==> src/rtl/mic_dac_bridge_pkg.sv <==
// Shared types and constants for the mic-to-DAC bridge: FSM states, routing modes,
// and width-generic midscale/saturation helpers.
package mic_dac_bridge_pkg;

  typedef enum logic [1:0] {
    ST_IDLE  = 2'd0,
    ST_ISSUE = 2'd1,
    ST_ACK   = 2'd2,
    ST_DONE  = 2'd3
  } state_t;

  localparam logic [1:0] MODE_CH0  = 2'd0;
  localparam logic [1:0] MODE_CH1  = 2'd1;
  localparam logic [1:0] MODE_BOTH = 2'd2;
  localparam logic [1:0] MODE_CPL  = 2'd3;

  localparam int MAX_GAIN_SHIFT = 3;

  function automatic int midscale(input int w);
    return 1 << (w - 1);
  endfunction

  function automatic int sat_hi(input int w);
    return (1 << (w - 1)) - 1;
  endfunction

  function automatic int sat_lo(input int w);
    return -(1 << (w - 1));
  endfunction

endpackage

==> src/rtl/mic_dac_bridge_sync_fifo.sv <==
// Single-clock FIFO with first-word fall-through head; a push into a full FIFO is
// dropped unless a pop happens in the same cycle.
module sync_fifo #(
  parameter int W     = 12,
  parameter int DEPTH = 8
) (
  input  logic                     clk,
  input  logic                     rst,
  input  logic                     push,
  input  logic [W-1:0]             push_data,
  input  logic                     pop,
  output logic [W-1:0]             pop_data,
  output logic                     full,
  output logic                     empty,
  output logic [$clog2(DEPTH):0]   level
);
  localparam int AW = $clog2(DEPTH);

  logic [W-1:0]  r_mem [DEPTH];
  logic [AW-1:0] r_wr_ptr;
  logic [AW-1:0] r_rd_ptr;
  logic [AW:0]   r_count;
  logic          w_do_push;
  logic          w_do_pop;

  assign empty     = (r_count == '0);
  assign full      = (r_count == (AW+1)'(DEPTH));
  assign w_do_pop  = pop && !empty;
  assign w_do_push = push && (!full || w_do_pop);
  assign pop_data  = r_mem[r_rd_ptr];
  assign level     = r_count;

  always_ff @(posedge clk) begin
    if (w_do_push) r_mem[r_wr_ptr] <= push_data;
  end

  // Pointers are exactly log2(DEPTH) wide, so they wrap for free.
  always_ff @(posedge clk or negedge rst) begin
    if (!rst) begin
      r_wr_ptr <= '0;
      r_rd_ptr <= '0;
      r_count  <= '0;
    end else begin
      if (w_do_push) r_wr_ptr <= r_wr_ptr + 1'b1;
      if (w_do_pop)  r_rd_ptr <= r_rd_ptr + 1'b1;
      case ({w_do_push, w_do_pop})
        2'b10:   r_count <= r_count + 1'b1;
        2'b01:   r_count <= r_count - 1'b1;
        default: r_count <= r_count;
      endcase
    end
  end

endmodule

==> src/rtl/mic_dac_bridge.sv <==
// Mic sample -> gain/saturate -> FIFO -> DAC handshake FSM with channel routing.
// Define MIC_DAC_BRIDGE_AVG_EN to average blocks of 4 gained samples before the FIFO.
module mic_dac_bridge
  import mic_dac_bridge_pkg::*;
#(
  parameter int DATA_W  = 12,
  parameter int DEPTH   = 8,
  parameter int ACK_TMO = 15
) (
  input  logic                    clk,
  input  logic                    rst,
  input  logic                    en,
  input  logic [DATA_W-1:0]       in_data,
  input  logic                    in_valid,
  input  logic [1:0]              mode,
  input  logic [1:0]              gain,
  input  logic                    dac_busy,
  output logic [DATA_W-1:0]       dac_data0,
  output logic [DATA_W-1:0]       dac_data1,
  output logic                    dac_update,
  output logic                    overflow,
  output logic [$clog2(DEPTH):0]  level
);
  localparam int SW = DATA_W + MAX_GAIN_SHIFT + 1;
  localparam int TW = $clog2(ACK_TMO + 1);
  localparam logic signed [SW-1:0] C_MID   = SW'(midscale(DATA_W));
  localparam logic signed [SW-1:0] C_HI    = SW'(sat_hi(DATA_W));
  localparam logic signed [SW-1:0] C_LO    = SW'(sat_lo(DATA_W));
  localparam logic [DATA_W-1:0]    C_MID_U = DATA_W'(midscale(DATA_W));

  logic signed [SW-1:0] w_diff, w_shift, w_sat, w_sum;
  logic [DATA_W-1:0]    r_g_data;
  logic                 r_g_valid;
  logic                 w_push;
  logic [DATA_W-1:0]    w_push_data;
  logic [DATA_W-1:0]    w_head;
  logic                 w_full, w_empty, w_pop;
  logic                 r_overflow;
  logic [DATA_W-1:0]    r_dac0, r_dac1;
  state_t               r_state, w_state_next;
  logic [TW-1:0]        r_tmo, w_tmo_next;

  assign w_diff  = $signed({{(SW-DATA_W){1'b0}}, in_data}) - C_MID;
  assign w_shift = w_diff <<< gain;
  assign w_sat   = (w_shift > C_HI) ? C_HI : ((w_shift < C_LO) ? C_LO : w_shift);
  assign w_sum   = w_sat + C_MID;

  always_ff @(posedge clk or negedge rst) begin
    if (!rst) begin
      r_g_data  <= C_MID_U;
      r_g_valid <= 1'b0;
    end else begin
      r_g_data  <= w_sum[DATA_W-1:0];
      r_g_valid <= in_valid && en;
    end
  end

`ifdef MIC_DAC_BRIDGE_AVG_EN
  logic [DATA_W+1:0] r_acc;
  logic [1:0]        r_cnt;
  logic [DATA_W+1:0] w_acc_sum;

  assign w_acc_sum   = r_acc + (DATA_W+2)'(r_g_data);
  assign w_push      = r_g_valid && en && (r_cnt == 2'd3);
  assign w_push_data = w_acc_sum[DATA_W+1:2];

  always_ff @(posedge clk or negedge rst) begin
    if (!rst) begin
      r_acc <= '0;
      r_cnt <= '0;
    end else if (!en) begin
      r_acc <= '0;
      r_cnt <= '0;
    end else if (r_g_valid) begin
      r_acc <= (r_cnt == 2'd3) ? '0 : w_acc_sum;
      r_cnt <= r_cnt + 1'b1;
    end
  end
`else
  assign w_push      = r_g_valid;
  assign w_push_data = r_g_data;
`endif

  sync_fifo #(.W(DATA_W), .DEPTH(DEPTH)) u_fifo (
    .clk       (clk),
    .rst       (rst),
    .push      (w_push),
    .push_data (w_push_data),
    .pop       (w_pop),
    .pop_data  (w_head),
    .full      (w_full),
    .empty     (w_empty),
    .level     (level)
  );

  always_ff @(posedge clk or negedge rst) begin
    if (!rst) begin
      r_state <= ST_IDLE;
      r_tmo   <= '0;
    end else begin
      r_state <= w_state_next;
      r_tmo   <= w_tmo_next;
    end
  end

  // The ACK timer counts idle ACK cycles; expiry drops the in-flight sample.
  always_comb begin
    w_state_next = r_state;
    w_tmo_next   = r_tmo;
    w_pop        = 1'b0;
    case (r_state)
      ST_IDLE: begin
        if (!w_empty && !dac_busy) begin
          w_pop        = 1'b1;
          w_state_next = ST_ISSUE;
        end
      end
      ST_ISSUE: begin
        w_tmo_next   = '0;
        w_state_next = ST_ACK;
      end
      ST_ACK: begin
        if (dac_busy)                         w_state_next = ST_DONE;
        else if (r_tmo == TW'(ACK_TMO - 1))   w_state_next = ST_IDLE;
        else                                  w_tmo_next   = r_tmo + 1'b1;
      end
      ST_DONE: begin
        if (!dac_busy) w_state_next = ST_IDLE;
      end
      default: w_state_next = ST_IDLE;
    endcase
  end

  always_ff @(posedge clk or negedge rst) begin
    if (!rst) begin
      r_dac0 <= C_MID_U;
      r_dac1 <= C_MID_U;
    end else if (w_pop) begin
      case (mode)
        MODE_CH0:  r_dac0 <= w_head;
        MODE_CH1:  r_dac1 <= w_head;
        MODE_BOTH: begin
          r_dac0 <= w_head;
          r_dac1 <= w_head;
        end
        MODE_CPL: begin
          r_dac0 <= w_head;
          r_dac1 <= ~w_head;
        end
      endcase
    end
  end

  always_ff @(posedge clk or negedge rst) begin
    if (!rst) r_overflow <= 1'b0;
    else if (w_push && w_full && !w_pop) r_overflow <= 1'b1;
  end

  assign dac_data0  = r_dac0;
  assign dac_data1  = r_dac1;
  assign dac_update = (r_state == ST_ISSUE);
  assign overflow   = r_overflow;

endmodule

==> config.mk <==
export PLATFORM = sky130hd
export DESIGN_NAME = mic_dac_bridge
export DESIGN_NICKNAME = d
export VERILOG_FILES = /design/src/rtl/mic_dac_bridge_pkg.sv /design/src/rtl/mic_dac_bridge_sync_fifo.sv /design/src/rtl/mic_dac_bridge.sv
export SDC_FILE = /design/constraint.sdc
export NUM_CORES = 1
export LEC_CHECK = 0
export ABC_AREA = 1
export CORE_MARGIN = 5
export CORE_UTILIZATION = 47
export DETAILED_ROUTE_END_ITERATION = 8
export HOLD_SLACK_MARGIN = 0.1
export PLACE_DENSITY = 0.63
export SLEW_MARGIN = 20
export SYNTH_ARGS = -nofsm -noshare
export SYNTH_HDL_FRONTEND = slang
export SYNTH_SLANG_ARGS = --single-unit
==> constraint.sdc <==
create_clock -name clk -period 3 [get_ports clk]
set_clock_uncertainty 0.05 [all_clocks]
set_input_delay 0.45 -clock clk [delete_from_list [all_inputs] [get_ports clk]]
set_output_delay 0.45 -clock clk [all_outputs]
set_load 0.01 [all_outputs]
==> impl_metrics.toml <==
[timing]
timing.hold.ws_ps = 114
fin_setup_tns_ps = 0
setup_violations = 0
fmax_mhz = 390
rsz0062_at_grt = "no"
fin_ws_ps = 435
final_min_period_over_clock_period_pct = 85.5
hold_viol_final = 0
worstMarginPinSlew_ps = 1010
maxSlewViolCount = 0
maxSlewHeadroom_pct = 32.7
min_period_ps = 2570

[outcome]
run_status = "completed"

[worst_setup_path]
cp_max_fo = 10
crit_arrival_ps = 2830
rr_worst_depth = 10
cp-start-kind = "register"
cp-end-kind = "register"
critical_path_class = "reg -> reg"
required_ps = 3260

[power_and_ir_drop]
p_int_mw = 4.78
swShare_pct = 35.3
ir_drop_mv = 0.463
leakage_nw = 3.68
powerDensity_mw_per_mm2 = 916
pwr-share-seq_pct = 38.9
p_sw_mw = 2.61
p_clk_share_pct = 27.6
combPwrFrac_pct = 33.5

[route]
drt-vias-per-instance = 5.05
vias = 4934
wl_per_cell_microns = 14.7
dr.pass1.iters = 6
ant_nets = 0
drc_errors = 0
drt_iter0_drc = 350
wirelength_microns = 14400

[clock_network]
clkTransAtPathRegs_ps = 60
clock_path_buffers = 2
clock_sinks = 150
cts_setup_buffers = 0
root_buffer = "clkbuf_16"
ctsHoldBuffers = 0
post_cts_resized = 0
htree_levels = 4
cts_tree = "yes"
clk_latency_ps = 430
cts-buffers-inserted = 17

[place]
io_buffers = 50
dp_hpwl_microns = 9480
preCtsSetupSlack_ps = 161
place.gp.congestion = 0.865
placed_area_sq_mm = 0.00750

[logic_synthesis]
synth_fp_nets = 751
syn_inst = 723
yosys-top-cells-area = "edfxtp_1 (42%), dfrtp_1 (19%), nand2_1 (13%)"
synth_top_cell_by_area = "edfxtp_1"
ys_seq_area_share_pct = 62.1
synth_edf_count = 96
yosysWarningCount = 0
synth_top_area_share_pct = 42.3
synth_seq_cells = 150
netlist-cell-type-count = 34
synthTopCellsByCount = "nand2_1 (229), inv_1 (117), nand3_1 (109)"
synth_most_common_cell = "nand2_1"
avgSynthCellArea_sq_um = 9.44
ys_async_sr_fraction_pct = 36.0
synth_top_flop_cell = "edfxtp_1"
syn_area_sq_mm = 0.00682

[floorplan]
dieArea_sq_mm = 0.0170
core_sq_mm = 0.0144
fp.dieH_microns = 130
start_util_pct = 47.5
rows = 44
fp.dieW_microns = 130
pin_count = 51

[global_routing]
antenna_found_initial = 0
grt_pass1_wl_microns = 23400
grt_max_degree = 55
first_global_vias = 4814
track_usage_pct = 18.1
gr-total-overflow = 0

[layout]
layout.area.seq_sq_mm = 0.00424
final_core_util_pct = 56.1
multi_input_area_sq_mm = 0.00197
syn_to_final_growth_pct = 18.2
nets = 808
drive_gt1_share_pct = 7.44
fillers = 1248
diodes = 0
fin_area_sq_mm = 0.00807

[job]
maxCapViolCount = 0

[min_path]
min_path_type = "in -> async"
-- kinds of logic after synthesis --
group           count (synthesis)  share of synthesized area [%]
fa+ha+maj                       7                           1.28
flops                         150                           62.1
compound gates                 40                           3.10
buf+inv                       148                           9.04
mux                             4                          0.587
simple gates                  367                           23.0
xor+xnor                        7                          0.899
-- power by group through the flow --
stage                     clock, mW  combinational [mW]  sequential, mW
after floorplan                   0                1.57            2.93
after global placement            0                2.41            2.89
after detailed placement          0                2.47            2.91
after CTS                      2.07                2.49            2.87
after global routing           2.18                2.77            2.92
final                          2.04                2.47            2.87
-- area by class of cell --
cell class                 instances  area share [%]
inverter                         120            5.58
tap                              184            2.85
multi-input combinational        425            24.4
timing repair buffer              66            7.63
sequential                       150            52.5
clock buffer                      19            5.37
clock inverter                    13            1.64
-- sequential cells by signal, indices dropped and copies added, names as in the netlist --
register and flops:
r_g_valid 1, dac_data1 12, u_fifo.level 4, u_fifo.r_rd_ptr 3
u_fifo.r_mem 96, r_tmo 4, dac_data0 12, u_fifo.r_wr_ptr 3
r_state 2, r_g_data 12, overflow 1
-- cells in the final DEF (no fill, tap or decap), types with 2 or more instances in the layout --
cell,synthesis,layout
nand2_1,229,229
inv_1,117,117
nand3_1,109,109
edfxtp_1,96,96
dfrtp_1,51,51
clkdlybuf4s50_1,0,49
o21ai_0,19,19
clkbuf_16,0,17
buf_4,4,16
nor2_1,14,14
o21ai_1,13,13
ha_1,7,7
mux2i_1,4,4
a21oi_1,4,4
xor2_1,4,4
nor3_1,4,4
clkinvlp_4,0,4
inv_2,3,3
xnor2_1,3,3
clkinv_1,0,3
dfstp_2,3,3
nand2_2,2,2
nand4_1,2,2
clkinv_4,0,2
clkbuf_1,5,2
bufinv_16,0,2
-- critical path: stages, from the launching register on --
cell and delay (ps):
dfrtp_1 470, nor4_1 410, nand2_1 170, nand2_2 180, ha_1 250, xor2_1 130, ha_1 210, a21o_1 160
or2_2 270, nand3_1 60, o21ai_0 70
-- path summary, 6_finish.rpt --
path,start,endpoint,slack [ps]
worst max-delay path,u_fifo.level[0]$_DFFE_PN0P_,u_fifo.level[2]$_DFFE_PN0P_,430
worst min-delay path,rst,dac_data1[8]$_DFFE_PN0P_,110
worst max register to register,u_fifo.level[0]$_DFFE_PN0P_,u_fifo.level[2]$_DFFE_PN0P_,430
worst min register to register,dac_data1[11]$_DFFE_PN1P_,dac_data1[11]$_DFFE_PN1P_,420
max in group asynchronous,rst,u_fifo.level[3]$_DFFE_PN0P_,2310
min in group clk,dac_data1[11]$_DFFE_PN1P_,dac_data1[11]$_DFFE_PN1P_,420
-- layer usage --
metal | GRT usage (%) | part of all wire [%] | vias to the layer above
li1 | - | - | 2436
met1 | 22.7 | 43 | 2290
met2 | 29.2 | 48 | 172
met3 | 4.59 | 7.0 | 36
met4 | 8.95 | 2.7 | 0
met5 | 0 | 0 | -
-- through the flow --
stage | total power [mW] | instances
after detailed placement | 5.39 | 945
after CTS | 7.44 | 977
after global routing | 7.87 | 977
after global placement | 5.30 | 945
after floorplan | 4.50 | 723
final | 7.39 | 977
Note: power is estimated with default switching activity, not from simulation.
